### src/rtl/vn_pkg.sv
// Shared types and constants for the serial variable-node processor.
// Symmetric saturation bounds, message type, FSM state encoding.
package vn_pkg;

  localparam int INT     = 8;
  localparam int FRAC    = 8;
  localparam int W       = INT + FRAC;
  localparam int DEG_MAX = 16;
  localparam int ACC_W   = W + $clog2(DEG_MAX + 2);

  typedef logic signed [W-1:0] msg_t;

  // -2^(W-1) is excluded so that negation never overflows
  localparam msg_t MSG_MAX = msg_t'((2 ** (W - 1)) - 1);
  localparam msg_t MSG_MIN = -MSG_MAX;

  typedef enum logic [1:0] {
    IDLE,
    LOAD,
    SUM,
    EMIT
  } state_t;

  function automatic msg_t sat_w(input logic signed [ACC_W-1:0] wide);
    if (wide > ACC_W'(MSG_MAX)) return MSG_MAX;
    if (wide < ACC_W'(MSG_MIN)) return MSG_MIN;
    return wide[W-1:0];
  endfunction

endpackage

### src/rtl/vn_sat_clamp.sv
// Wide-to-narrow symmetric saturate, optionally tightened to +/-CLIP_MAG.
// Latency: combinational. Backpressure: none (pure function of its input).
// Clamping to min(sat limit, CLIP_MAG) equals saturate-then-clip.
module vn_sat_clamp #(
  parameter int IN_W     = 21,
  parameter int OUT_W    = 16,
  parameter int CLIP_EN  = 0,
  parameter int CLIP_MAG = 16384
) (
  input  logic signed [IN_W-1:0]  in_val,
  output logic signed [OUT_W-1:0] out_val
);

  localparam int SAT_LIM = (2 ** (OUT_W - 1)) - 1;
  localparam int LIM     = ((CLIP_EN != 0) && (CLIP_MAG < SAT_LIM)) ? CLIP_MAG : SAT_LIM;
  localparam logic signed [IN_W-1:0] HI = IN_W'(LIM);
  localparam logic signed [IN_W-1:0] LO = -HI;

  always_comb begin
    out_val = in_val[OUT_W-1:0];
    if (in_val > HI) begin
      out_val = HI[OUT_W-1:0];
    end else if (in_val < LO) begin
      out_val = LO[OUT_W-1:0];
    end
  end

endmodule

### src/rtl/vn_serial_proc.sv
// Serial variable-node processor (optional VN_MSG_CLIP_EN clips outgoing messages).
// Latency: belief_valid and first vr_valid two cycles after the last check message.
// Backpressure: vr_* held stable while vr_ready is low; ch_ready only in LOAD.
module vn_serial_proc
  import vn_pkg::*;
#(
  parameter int INT      = 8,
  parameter int FRAC     = 8,
  parameter int DEG_MAX  = 16,
  parameter int CLIP_MAG = 2 ** (INT + FRAC - 2)
) (
  input  logic                           clk,
  input  logic                           rst,
  input  logic                           start,
  input  logic [INT+FRAC-1:0]            llr,
  input  logic [$clog2(DEG_MAX+1)-1:0]   deg,
  output logic                           busy,
  input  logic                           ch_valid,
  output logic                           ch_ready,
  input  logic [INT+FRAC-1:0]            ch_msg,
  output logic                           vr_valid,
  input  logic                           vr_ready,
  output logic [INT+FRAC-1:0]            vr_msg,
  output logic [$clog2(DEG_MAX)-1:0]     vr_idx,
  output logic                           vr_last,
  output logic [INT+FRAC-1:0]            belief,
  output logic                           hard_bit,
  output logic                           belief_valid
);

  localparam int MW = INT + FRAC;
  localparam int DW = $clog2(DEG_MAX + 1);
  localparam int IW = $clog2(DEG_MAX);
  localparam int AW = MW + $clog2(DEG_MAX + 2);

`ifdef VN_MSG_CLIP_EN
  localparam int MSG_CLIP = 1;
`else
  localparam int MSG_CLIP = 0;
`endif

  state_t                state_q, state_d;
  logic [DW-1:0]         deg_q, deg_d;
  logic [DW-1:0]         cnt_q, cnt_d;
  logic signed [AW-1:0]  acc_q, acc_d;
  logic signed [MW-1:0]  buf_q [DEG_MAX];
  logic signed [MW-1:0]  buf_d [DEG_MAX];
  logic signed [MW-1:0]  belief_q, belief_d;
  logic                  hard_q, hard_d;
  logic                  bvld_q, bvld_d;

  logic signed [MW-1:0]  acc_sat;
  logic signed [MW-1:0]  ext_sat;
  logic signed [AW-1:0]  ext_wide;
  logic [IW-1:0]         idx;
  logic                  at_last;

  // The most negative code is folded onto -(2^(MW-1)-1) to keep the range symmetric
  function automatic logic signed [MW-1:0] norm_in(input logic [MW-1:0] x);
    if (x == {1'b1, {(MW-1){1'b0}}}) return {1'b1, {(MW-2){1'b0}}, 1'b1};
    return x;
  endfunction

  assign idx      = cnt_q[IW-1:0];
  assign at_last  = (cnt_q == deg_q - DW'(1));
  assign ext_wide = acc_q - AW'(buf_q[idx]);

  vn_sat_clamp #(
    .IN_W    (AW),
    .OUT_W   (MW),
    .CLIP_EN (0),
    .CLIP_MAG(CLIP_MAG)
  ) u_sat_belief (
    .in_val (acc_q),
    .out_val(acc_sat)
  );

  vn_sat_clamp #(
    .IN_W    (AW),
    .OUT_W   (MW),
    .CLIP_EN (MSG_CLIP),
    .CLIP_MAG(CLIP_MAG)
  ) u_sat_msg (
    .in_val (ext_wide),
    .out_val(ext_sat)
  );

  always_comb begin
    state_d  = state_q;
    deg_d    = deg_q;
    cnt_d    = cnt_q;
    acc_d    = acc_q;
    buf_d    = buf_q;
    belief_d = belief_q;
    hard_d   = hard_q;
    bvld_d   = 1'b0;

    case (state_q)
      IDLE: begin
        if (start) begin
          deg_d   = (deg > DW'(DEG_MAX)) ? DW'(DEG_MAX) : deg;
          acc_d   = AW'(norm_in(llr));
          cnt_d   = '0;
          state_d = (deg == '0) ? SUM : LOAD;
        end
      end
      LOAD: begin
        if (ch_valid) begin
          buf_d[idx] = norm_in(ch_msg);
          acc_d      = acc_q + AW'(norm_in(ch_msg));
          cnt_d      = cnt_q + DW'(1);
          if (cnt_d == deg_q) state_d = SUM;
        end
      end
      SUM: begin
        belief_d = acc_sat;
        hard_d   = acc_sat[MW-1];
        bvld_d   = 1'b1;
        cnt_d    = '0;
        state_d  = (deg_q == '0) ? IDLE : EMIT;
      end
      EMIT: begin
        if (vr_ready) begin
          if (at_last) state_d = IDLE;
          else         cnt_d   = cnt_q + DW'(1);
        end
      end
      default: state_d = IDLE;
    endcase
  end

  always_ff @(posedge clk or posedge rst) begin
    if (rst) begin
      state_q  <= IDLE;
      deg_q    <= '0;
      cnt_q    <= '0;
      acc_q    <= '0;
      belief_q <= '0;
      hard_q   <= 1'b0;
      bvld_q   <= 1'b0;
      for (int i = 0; i < DEG_MAX; i++) buf_q[i] <= '0;
    end else begin
      state_q  <= state_d;
      deg_q    <= deg_d;
      cnt_q    <= cnt_d;
      acc_q    <= acc_d;
      belief_q <= belief_d;
      hard_q   <= hard_d;
      bvld_q   <= bvld_d;
      for (int i = 0; i < DEG_MAX; i++) buf_q[i] <= buf_d[i];
    end
  end

  // Message outputs are forced to zero outside EMIT so reset clears them too
  assign busy         = (state_q != IDLE);
  assign ch_ready     = (state_q == LOAD);
  assign vr_valid     = (state_q == EMIT);
  assign vr_msg       = vr_valid ? ext_sat : '0;
  assign vr_idx       = vr_valid ? idx : '0;
  assign vr_last      = vr_valid && at_last;
  assign belief       = belief_q;
  assign hard_bit     = hard_q;
  assign belief_valid = bvld_q;

endmodule

### config.mk
export PLATFORM = sky130hd
export DESIGN_NAME = vn_serial_proc
export DESIGN_NICKNAME = d
export VERILOG_FILES = /design/src/rtl/vn_pkg.sv /design/src/rtl/vn_sat_clamp.sv /design/src/rtl/vn_serial_proc.sv
export SDC_FILE = /design/constraint.sdc
export NUM_CORES = 1
export LEC_CHECK = 0
export BUFFER_PORTS_ARGS = -buffer_cell sky130_fd_sc_hd__buf_2
export CAP_MARGIN = 40
export CORE_UTILIZATION = 56
export DETAILED_ROUTE_END_ITERATION = 10
export GPL_TIMING_DRIVEN = 0
export PLACE_DENSITY = 0.83
export REMOVE_ABC_BUFFERS = 1
export SLEW_MARGIN = 20
export SYNTH_ARGS = -nofsm -noshare
export SYNTH_HDL_FRONTEND = slang
export SYNTH_SLANG_ARGS = --single-unit
### constraint.sdc
create_clock -name clk -period 8.7 [get_ports clk]
set_input_delay 0.435 -clock clk [delete_from_list [all_inputs] [get_ports clk]]
set_output_delay 0.435 -clock clk [all_outputs]
set_load 0.02 [all_outputs]
======== Yosys cells after proc, flatten, opt, wreduce, memory -nomap -nowiden ========
Cells that the tools add are included.
W data, S select, Z words.
cells by class
  eq/ne operators ......................... 13
  bitwise gates (word level) .............. 1
  reductions and logical operators ........ 12
  multiplexer cells ....................... 42
  $add $sub $neg .......................... 4
  $lt $le $gt $ge ......................... 7
operators by type and width
  operator                count
  $bwmux W256             1
  $mux W16                14
  $bmux W16 S4            1
  $demux W16 S4           1
  $gt A21 B16 Y1 const B  2
  $lt A21 B16 Y1 const B  2
  $mux W21                2
  $pmux W21 S2            1
  $eq A16 B16 Y1 const B  2
  $mux W5                 5
  $add A21 B16 Y21        1
  $sub A21 B16 Y21        1
  $pmux W5 S4             1
  $mux W2                 7
  $eq A5 B5 Y1            2
  $logic_not A5 Y1        2
  $pmux W2 S4             1
  $mux W1                 7
  $ne A2 B1 Y1 const B    3
  $ne A2 B2 Y1 const B    3
  $add A5 B1 Y5 const B   1
  $ge A5 B5 Y1 const B    1
  $gt A5 B5 Y1 const B    1
  $lt A5 B1 Y1 const B    1
  12 further kinds        16
storage, ports and cells
  word-level logic and storage cells ...... 102
  flip-flop bits (word level) ............. 307
  output and inout bits ................... 42
  input port bits ......................... 42

======== Logic depth before layout (Yosys ltp) ========
Gate-level depths: netlist of run 1.
  word-level depth ........................ 10
  gate-level depth with buffers ........... 19
  mapped depth without buffers ............ 16

======== By module ========
Synthesis of run 1 repeated with hierarchy kept, for this count alone.
second synthesis, totals
  cells, all modules ...................... 1369
  area, all modules ....................... 17086.4 µm²
by module, submodules not included
  module          area each (µm²)  cells an instance  sequential area each (µm²)  instances
  vn_serial_proc  16425.8          1257               7657.3                      1
  vn_sat_clamp    330.3            56                 0.0                         2

======== Least setup slack after synthesis of run 1 ========
Ideal clock, no wire load.
  kind .................................... reg2out
  start point ............................. reg cnt_q[0]
  end point ............................... out vr_msg[0]
  stages on the path, launching flop included .. 19
  setup slack ............................. 3340 ps
  arrival time ............................ 4925 ps
  data required time ...................... 8265 ps
  buffers on the path ..................... 4
  path through ............................ dfrtp_1 buf_2 buf_1 buf_1 mux4_2 mux4_2 inv_1 ha_1 a21o_1 a21o_1 a211o_1 a221oi_4 o31a_1 o31a_1 nand4_1 and4b_1 buf_6 mux2_2 a21oi_2
on the way
  cells in the longest elaborated chain, start to end .. 9
  elaborated cells on any way between the ends .. 10
  classes of those cells .................. add/sub: 1; order compare: 2; mux: 6; bitwise: 1
ends and longest elaborated chain
  element                                          RTL line               text
  start, declared                                  vn_serial_proc.sv:44   logic [DW-1:0] cnt_q, cnt_d;
  start signal, assigned                           vn_serial_proc.sv:145  cnt_q <= cnt_d;
  $not A4 Y5 (implied by the code) (*)             vn_serial_proc.sv:66   assign ext_wide = acc_q - AW'(buf_q[idx]);
  $bmux W16 S4 (*)                                 vn_serial_proc.sv:66
  $mux W16 (implied by the code) (*) (2 in a row)  vn_serial_proc.sv:66
  $sub A21 B16 Y21 (*)                             vn_serial_proc.sv:66
  $lt A21 B16 Y1                                   vn_sat_clamp.sv:23     end else if (in_val < LO) begin
  $mux W16                                         vn_sat_clamp.sv:23
  $mux W16 (*)                                     vn_sat_clamp.sv:21     if (in_val > HI) begin
  $mux W16 (*)                                     vn_serial_proc.sv:158  assign vr_msg = vr_valid ? ext_sat : '0;
  end, declared                                    vn_serial_proc.sv:23   output logic [INT+FRAC-1:0] vr_msg,
Every way passes the cells marked *; elsewhere a longest branch is shown, timed or not. The select of a mux whose other input is x is not followed.

======== Final worst setup path of run 1 ========
  start point ............................. reg cnt_q[0]
  end point ............................... out vr_msg[6]
The elaborated chain is that of the path after synthesis.

==> results of run 1 <==
[metal layers]
layer,wire length [um],part of all wire (%),vias to the layer above
li1,-,-,4973
met1,17090,42,5817
met2,20090,49,434
met3,2403,5.9,110
met4,1323,3.2,2
met5,12,0.029,-
[kinds of logic (layout without fill, tap and decap cells)]
group,Yosys count,after routing,share of synthesized area (%)
compound gates,244,244,9.382
xor+xnor,44,44,2.466
fa+ha+maj,49,49,3.832
buf+inv,132,188,3.252
flops,306,306,46.72
mux,318,318,27.34
other cells,0,1,0
simple gates,245,245,7.008
[placed cells by master (no fill, tap or decap), types with 6 or more instances in the layout]
cell type and count:
clkbuf_1 7, clkbuf_8 7, nor2_4 12, nand2b_1 14, mux4_2 80, clkbuf_16 31
xor2_1 21, ha_1 47, inv_1 37, mux2_2 238, o21ai_1 13, xnor2_1 22
o21ai_0 64, a31oi_1 8, nand3_1 14, nor4_1 11, a21oi_1 78, o211ai_1 6
and3_1 7, nor3_1 12, a21o_1 25, nand4_1 7, nand2_1 83, nor2b_1 7
dfrtp_1 302, buf_2 83, nor2_1 57
[sequential cells by signal (all words and copies together), names as in the netlist]
signal	count
acc_q	21
belief_valid	1
state_q	2
belief	16
cnt_q	5
buf_q	256
deg_q	5
[cell usage after synthesis, types with 8 or more instances]
master and n:
a21o_1 25, a21oi_1 79, a31oi_1 8, buf_1 8, buf_2 15, clkbuf_1 67, dfrtp_1 306, ha_1 47
inv_1 38, mux2_2 238, mux4_2 80, nand2_1 83, nand2b_1 14, nand3_1 18, nor2_1 69, nor3_1 12
nor4_1 11, o21ai_0 64, o21ai_1 13, xnor2_1 22, xor2_1 21
[final cells by class]
class                      instances  area (um2)
clock inverter                    11       162.7
inverter                          39       153.9
timing repair buffer              93       614.3
multi-input combinational        900        8322
antenna                            1       2.502
clock buffer                      45       898.4
sequential                       306        7667
fill                            2102       10480
tap                              384       480.5
[power breakdown]
part           leakage [uW]  switching (uW)  internal, uW
Clock              0.000525             559           831
Sequential          0.00401             475          2000
Combinational       0.00384            2610          2110
Total               0.00838            3650          4950
[worst paths after layout]
check	startpoint	endpoint	cells past startpoint	slack (ps)
max	cnt_q[0]	vr_msg[6]	16	2660
min	rst	belief[6]	2	-20
max reg2reg	acc_q[0]	acc_q[20]	13	5250
min reg2reg	belief[2]	belief[2]	2	470
max in group asynchronous	rst	buf_q[58]	3	7740
min in group clk	deg[1]	deg_q[1]	3	140
[metrics by stage]
step	power [uW]	worst slack, ps	utilization (%)	instance area (um2)	cells
after global placement	6928	-3083	58.72	16900	1712
after global routing	9118	2342	63.59	18300	1779
after floorplan	5849	-194.3	-	16000	1245
final	8592	2660	63.59	18300	1779
after detailed placement	7150	3253	59.89	17240	1722
after CTS	8582	2631	63.58	18300	1778
[critical path, stage by stage, from the launching register on]
cell	delay (ps)
dfrtp_4	450
buf_16	260
buf_16	300
mux4_2	550
mux4_2	560
inv_1	90
ha_1	260
o2111ai_2	200
a31oi_1	410
a21oi_1	170
o21ai_0	400
xor2_1	140
or4_1	480
nor2_1	130
nand3b_2	270
o21ai_1	130
buf_2	180
==> flow_summary.ini, run 1 <==
[placement]
dpl.hpwl_um = 26940
gp_congestion = 0.8952
port_buffers = 83

[yosys]
synth_top_area_share_pct = 46.72
syn_avg_cell_area_um2 = 12.25
netlist_instances = 1338
synth_area_um2 = 16390
synth_seq_area_share_pct = 46.72
synthArstFlopShare_pct = 100.0
synth-edff-count = 0
ys_ff_latch = 306
synth-main-ff-cell = dfrtp_1
synth_area_leader_cell = dfrtp_1
synth.distinct_cells = 71
yosys-top-cells-area = dfrtp_1 (47%), mux2_2 (16%), mux4_2 (11%)
synth_warnings = 0

[floorplanning]
die_y_um = 173.1
die_x_um = 173.1
start_util_pct = 56.95
ios = 84
die_area_um2 = 29960
core_area_um2 = 28780
num_rows = 62

[outcome]
violations = negative hold slack
outcome = finished with violations

[sta]
tns_ps = 0
drv_slew = 0
finalSetupViolations = 0
worstMarginPinSlew_ps = 799.8
holdWs_ps = -23.45
hold_violations = 24
slew_headroom_pct = 46.55
fin_crit_sh_pct = 69.43
period_needed_ps = 6040
skew_ps = 19.69
fmax_mhz = 165.6
rsz0062_at_grt = false

[routing]
drc = 0
vias_per_cell = 6.372
drtIter0Drc = 933
num_vias = 11340
dr.pass1.iters = 5
ant_nets = 0
avgRoutedWirePerCell_um = 23.00
routed_wl_um = 40920

[global_routing]
use_met2_pct = 46.86
gr-total-overflow = 0
grt_busiest_layer = met2
grt_pass1_vias = 11740
gr-usage-met1_pct = 37.47
antenna_found_initial = 2
grt.total_usage_pct = 28.04
grt_max_degree = 110
grt_first_pass_wirelength_um = 65720
grtUsageMet3_pct = 4.090

[power]
powerDensity_nw_per_um2 = 469.5
vdd_drop_max_mv = 0.2389
p_leak_uw = 0.008376

[cells_and_area]
layout.nets = 1462
drive_above_1_share_pct = 35.87
syn_to_final_growth_pct = 11.66

[clock_tree]
cts_hold_buf = 0
clk_latency_ps = 570
numCtsBuffers = 31
cts_resized = 0
h-tree-depth = 1
clkSlewWorstSetupHoldPaths_ps = 60
cts_tree = done
clockBufferDepth = 3
clock-sinks = 306
root_buffer = clkbuf_16
cts_setup_buffers = 0

[job]
cap_violations = 0

[setup_path]
critPathCaptureType = primary output
cp_max_fo = 35
start_kind = register
path_class = reg2out
crit_required_ps = 8270
crit_arrival_ps = 5610

[hold_path]
hold_class = in2async
(Power assumes the default switching activity.)
==> inputs of run 2 (changes only) <==
ABC_AREA = 1   (was default)
CORE_UTILIZATION = 62   (was 56)
PLACE_DENSITY = 0.86   (was 0.83)
clock period = 6 ns   (was 8.7 ns; I/O delays follow)
==> run 2 against run 1 <==
- the run now ends clean
- synthesized cell count up 67%
- critical path depth up 11
- sequential share of layout area down 1.2 points
- highest routed layer is now met4
- worst setup slack worse by 2400 ps
- cell count up 46%
- critical path type unchanged
==> flow_summary.ini, run 2 <==
[floorplanning]
die_area_um2 = 27820
die_y_um = 166.8
ios = 84
die_x_um = 166.8
core_area_um2 = 26350
num_rows = 59
start_util_pct = 63.89

[placement]
dpl.hpwl_um = 34300
pre_cts_slack_ps = 745.2
gp_congestion = 0.9829
port_buffers = 83

[sta]
skew_ps = 19.22
slew_headroom_pct = 40.78
holdWs_ps = 22.48
period_needed_ps = 5699
finalSetupViolations = 0
worstMarginPinSlew_ps = 887.3
rsz0062_at_grt = false
finalWorstSetupSlack_ps = 300.7
fin_crit_sh_pct = 94.99
drv_slew = 0
tns_ps = 0
fmax_mhz = 175.5
hold_violations = 0

[routing]
vias_per_cell = 6.087
dr.pass1.iters = 5
avgRoutedWirePerCell_um = 19.65
wl_met1_um = 19840
drtIter0Drc = 1705
ant_nets = 0
wl_met2_um = 23200
num_vias = 15820
routed.top_layer = met4
drc = 0
wl_met3_um = 5389
routed_wl_um = 51070

[global_routing]
grt_max_degree = 95
grt_pass1_vias = 15090
grt.total_usage_pct = 36.57
gr-total-overflow = 0
antenna_found_initial = 1
grt_first_pass_wirelength_um = 79740

[clock_tree]
clockBufferDepth = 3
root_buffer = clkbuf_16
clk_latency_ps = 590
clkSlewWorstSetupHoldPaths_ps = 60
numCtsBuffers = 31
h-tree-depth = 1
clock-sinks = 306
cts_tree = done

[yosys]
syn_avg_cell_area_um2 = 7.548
synthSimpleGateAreaFrac_pct = 19.87
synth-edff-count = 0
synth-main-ff-cell = dfrtp_1
synth_seq_area_share_pct = 45.47
synthArstFlopShare_pct = 100.0
synth.distinct_cells = 45
synthTopCellsByCount = nand2_1 (439), o21ai_0 (361), dfrtp_1 (306), nor2_1 (257), a21oi_1 (229)
synth_area_um2 = 16840
synth.most_common_cell = nand2_1
ys_ff_latch = 306
synth_compound_area_share_pct = 20.87
synthAdderAreaFrac_pct = 3.730
synth_area_leader_cell = dfrtp_1
synth_warnings = 0
synthMuxAreaShare_pct = 0
netlist_instances = 2231
synth_top_area_share_pct = 45.47
yosys-top-cells-area = dfrtp_1 (45%), o21ai_0 (11%), nand2_1 (9.8%)
synth_xor_area_share_pct = 1.560
synth_top_family_by_area = compound AO/OA/AOI/OAI gates

[hold_path]
hold_class = in2reg

[setup_path]
path_class = reg2out
cp_max_fo = 94
critPathCaptureType = primary output
crit_required_ps = 5700
start_kind = register
regToRegSetupSlack_ps = 2680
crit_arrival_ps = 5400

[outcome]
outcome = complete, no violations

[cells_and_area]
syn_to_final_growth_pct = 11.93
seqCellArea_um2 = 7665
final_cell_mix = nand2_1 (439), o21ai_0 (361), dfrtp_1 (304), nor2_1 (249), a21oi_1 (229)
nFillCells = 2043
drive_above_1_share_pct = 9.147
layout.nets = 2331
final_common_cell = nand2_1
largest_register = buf_q
multi_input_area_um2 = 7843
largest_reg_flops = 256

[job]
cap_violations = 0

[power]
powerDensity_nw_per_um2 = 685.6
vdd_drop_max_mv = 0.3794
p_leak_uw = 0.009083
## run 2: kinds of logic after synthesis
group           count (synthesis)
compound gates                666
buf+inv                       360
simple gates                  820
xor+xnor                       30
flops                         306
fa+ha+maj                      49
## run 2: per-layer routing
metal / vias up / GRT usage (%)
li1: 7347 / -
met5: - / 0
met3: 180 / 5.751
met1: 7390 / 48.32
met4: 0 / 18.12
met2: 902 / 59.02
## run 2: worst paths after layout
check	start	depth (start not counted)	to
max	cnt_q[0]	27	vr_msg[4]
min	vr_ready	4	state_q[1]
max reg2reg	state_q[0]	9	buf_q[110]
min reg2reg	buf_q[119]	2	buf_q[119]
max in group asynchronous	rst	5	buf_q[158]
min in group asynchronous	rst	3	buf_q[98]
## run 2: through the flow
stage                     power [uW]  instances  cell area [um2]  utilization, %
final                          12920       2599            18850           71.52
after global routing           13920       2599            18850           71.52
after CTS                      12740       2596            18800           71.32
after detailed placement       10650       2534            17670           67.05
after global placement         10360       2508            17070           64.75
after floorplan                 8505       2090            16230               -
## run 2: timing repair
item / 4_1_cts / 5_1_grt
gates resized for setup: 0 / 3
hold endpoints to repair: 92 / 0
setup endpoints to repair: 0 / 15
setup buffers: 0 / 1
hold buffers: 6 / 0
## run 2: critical path: stages (launching register included)
cell      delay [ps]
dfrtp_4          660
buf_16           270
inv_6            350
buf_16           330
a21oi_1          130
o21ai_0          100
o21ai_0          110
a22o_1           220
a221oi_2         410
ha_1             410
nand2_1           90
nand2_1           80
inv_1             70
nand2_2           90
nand2_1           90
nand2_1           70
nand2_1          110
nand2_1           60
nand2_1           50
nand2_1           90
inv_1             70
nand3_1           80
nor2_1           110
nand2_1           90
nand2_4          150
nand3_1          120
nand2_1           90
buf_2            160
## run 2: final cells by class
class,instances,share of cell area [%]
clock inverters,16,1.095
well taps,335,2.224
flip-flops and latches,306,40.67
inverters,219,4.434
multi-input cells,1565,41.61
clock buffers,40,4.561
diodes,1,0.01328
repair buffers,117,5.397
## run 2: power breakdown
part	leakage [uW]	internal (uW)	switching (uW)
clock network	0.000533	1190	854
registers	0.00374	2840	555
logic	0.00481	2480	5000
total	0.00908	6510	6410
==> inputs of run 3 (changes only) <==
--- a/config.mk
+++ b/config.mk
@@ -11,4 +11,5 @@
 export CORE_UTILIZATION = 62
 export DETAILED_ROUTE_END_ITERATION = 10
+export GPL_ROUTABILITY_DRIVEN = 0
 export GPL_TIMING_DRIVEN = 0
 export PLACE_DENSITY = 0.86
==> constraint.sdc (replaced) <==
create_clock -name clk -period 6 [get_ports clk]
set_input_delay 1.2 -clock clk [delete_from_list [all_inputs] [get_ports clk]]
set_output_delay 1.2 -clock clk [all_outputs]
set_load 0.02 [all_outputs]
==> run 3 against run 2 <==
- worst setup slack worse by 210 ps
- combinational power is 4.5% higher
- sequential share of layout area decreased by 0.39 points
- first-iteration DRC count is 37% higher
- global-route usage is 0.35 points lower
- sequential power is essentially flat
- worst hold slack better by 460 ps
- cell count about the same
- critical endpoint is now vr_msg[12]
- highest routed layer unchanged
==> flow_summary.ini, run 3 (synthesized netlist as in run 2, its figures left out) <==
[global_routing]
antenna_found_initial = 1
gr-total-overflow = 0
grt_pass1_vias = 15380
grt_max_degree = 108
grt_first_pass_wirelength_um = 79210
grt.total_usage_pct = 36.21

[power]
p_leak_uw = 0.009145
vdd_drop_max_mv = 0.4883
powerDensity_nw_per_um2 = 700.4

[routing]
drtIter0Drc = 2331
avgRoutedWirePerCell_um = 19.80
num_vias = 16210
ant_nets = 0
dr.pass1.iters = 7
routed_wl_um = 51420
vias_per_cell = 6.240
drc = 0

[cells_and_area]
final_common_cell = nand2_1
final_cell_count_no_fill = 2597
drive_above_1_share_pct = 9.819
final_util_pct = 72.21
layout.nets = 2329
final_cell_mix = nand2_1 (439), o21ai_0 (359), dfrtp_1 (304), nor2_1 (249), a21oi_1 (229)
largest_reg_flops = 256
largest_register = buf_q
syn_to_final_growth_pct = 13.02

[setup_path]
cp_max_fo = 51
cp_slowest_cell = dfrtp_4
cpLargestDelayFamily = simple AND/OR/NAND/NOR gates
path_buf_inv = 5
path_cells = buf_16 -> inv_12 -> bufbuf_16 -> o21ai_0 -> a21oi_1 -> a211oi_2 -> ha_1 -> nand2_1 -> inv_1 -> a21oi_2 -> nand3_1 -> nand2_1 -> nand3_1 -> nand2_1 -> nand3_1 -> nor2_1 -> nand2_1 -> nand2_4 -> nand3_1 -> nand2_1 -> buf_2
path_class = reg2out
start_kind = register
critPathCaptureType = primary output
critical_path.max_stage_delay_ps = 520
crit_required_ps = 4800
cpMostUsedCell = nand2_1
crit_arrival_ps = 4710

[clock_tree]
root_buffer = clkbuf_16
clockBufferDepth = 3
numCtsBuffers = 34
h-tree-depth = 2
clk_latency_ps = 520
cts_tree = done
clkSlewWorstSetupHoldPaths_ps = 60
clock-sinks = 306

[job]
cap_violations = 0

[sta]
fmax_mhz = 169.3
finalSetupViolations = 0
slew_headroom_pct = 37.84
hold_violations = 0
finalWorstSetupSlack_ps = 91.57
skew_ps = 11.98
worstMarginPinSlew_ps = 930.2
drv_slew = 0
fin_crit_sh_pct = 98.47
period_needed_ps = 5908

[floorplanning]
ios = 84
die_x_um = 166.8
num_rows = 59
die_y_um = 166.8
core_area_um2 = 26350
die_area_um2 = 27820
start_util_pct = 63.89

[placement]
post-place-cells = 2530
pre_cts_slack_ps = 25.70
dpl.hpwl_um = 32620
port_buffers = 83

[hold_path]
hold_class = reg2reg

[outcome]
outcome = complete, no violations
[run 3: path summary, 6_finish.rpt]
path | startpoint | end | slack, ps | cells past startpoint
setup reg to reg | state_q[0] | buf_q[107] | 2430 | 9
setup / recovery | cnt_q[0] | vr_msg[12] | 90 | 21
max in group asynchronous | rst | cnt_q[1] | 4150 | 3
hold / removal | buf_q[238] | buf_q[238] | 480 | 2
min in group asynchronous | rst | buf_q[69] | 790 | 2
hold reg to reg | buf_q[238] | buf_q[238] | 480 | 2
[run 3: per-stage QoR]
step / instance area, um2 / hold slack (ps) / power, uW / setup TNS, ps
final: 19030 / 480.2 / 13330 / 0
after global routing: 19030 / 499.4 / 14300 / -658.8
after CTS: 18860 / 481.4 / 12890 / 0
after detailed placement: 17600 / 467.8 / 10590 / 0
after global placement: 17070 / 460.2 / 10260 / -2377860
after floorplan: 16230 / 447.8 / 8505 / -1133590
[run 3: metal layers]
| layer | wire (um) | track usage [%] |
|---|---|---|
| met1 | 18750 | 46.17 |
| met2 | 23150 | 56.56 |
| met3 | 6090 | 6.654 |
| met4 | 3426 | 24.68 |
| met5 | 0 | 0 |
[run 3: final cells by class]
class / count / area [um2]
repair buffers: 112 / 1001
diodes: 1 / 2.502
inverters: 219 / 854.6
multi-input cells: 1565 / 7939
well taps: 335 / 419.2
fillers: 1919 / 7323
clock buffers: 49 / 1017
flip-flops and latches: 306 / 7665
clock inverters: 10 / 132.6
[run 3: repair_timing]
action                                  CTS  global route
hold buffers                              0             0
resized for setup                         6            19
pin swaps                                 0             3
gates cloned                              1             3
endpoints found under the setup margin   16            15
buffers inserted                          3             0
[run 3: where the power goes]
part / internal [uW] / total, uW / switching [uW]
clock: 1270 / 2130 / 861
combinational: 2630 / 7830 / 5200
sequential: 2840 / 3370 / 527
total: 6740 / 13300 / 6590
[run 3: worst reg2reg max path: stages, from the launching register on]
cell and delay [ps]:
dfrtp_1 410, inv_2 80, nor2_4 550, inv_2 380, nor2_4 280, nand2_1 240
nor2_4 570, inv_1 530, nand2_1 240, o21ai_0 140
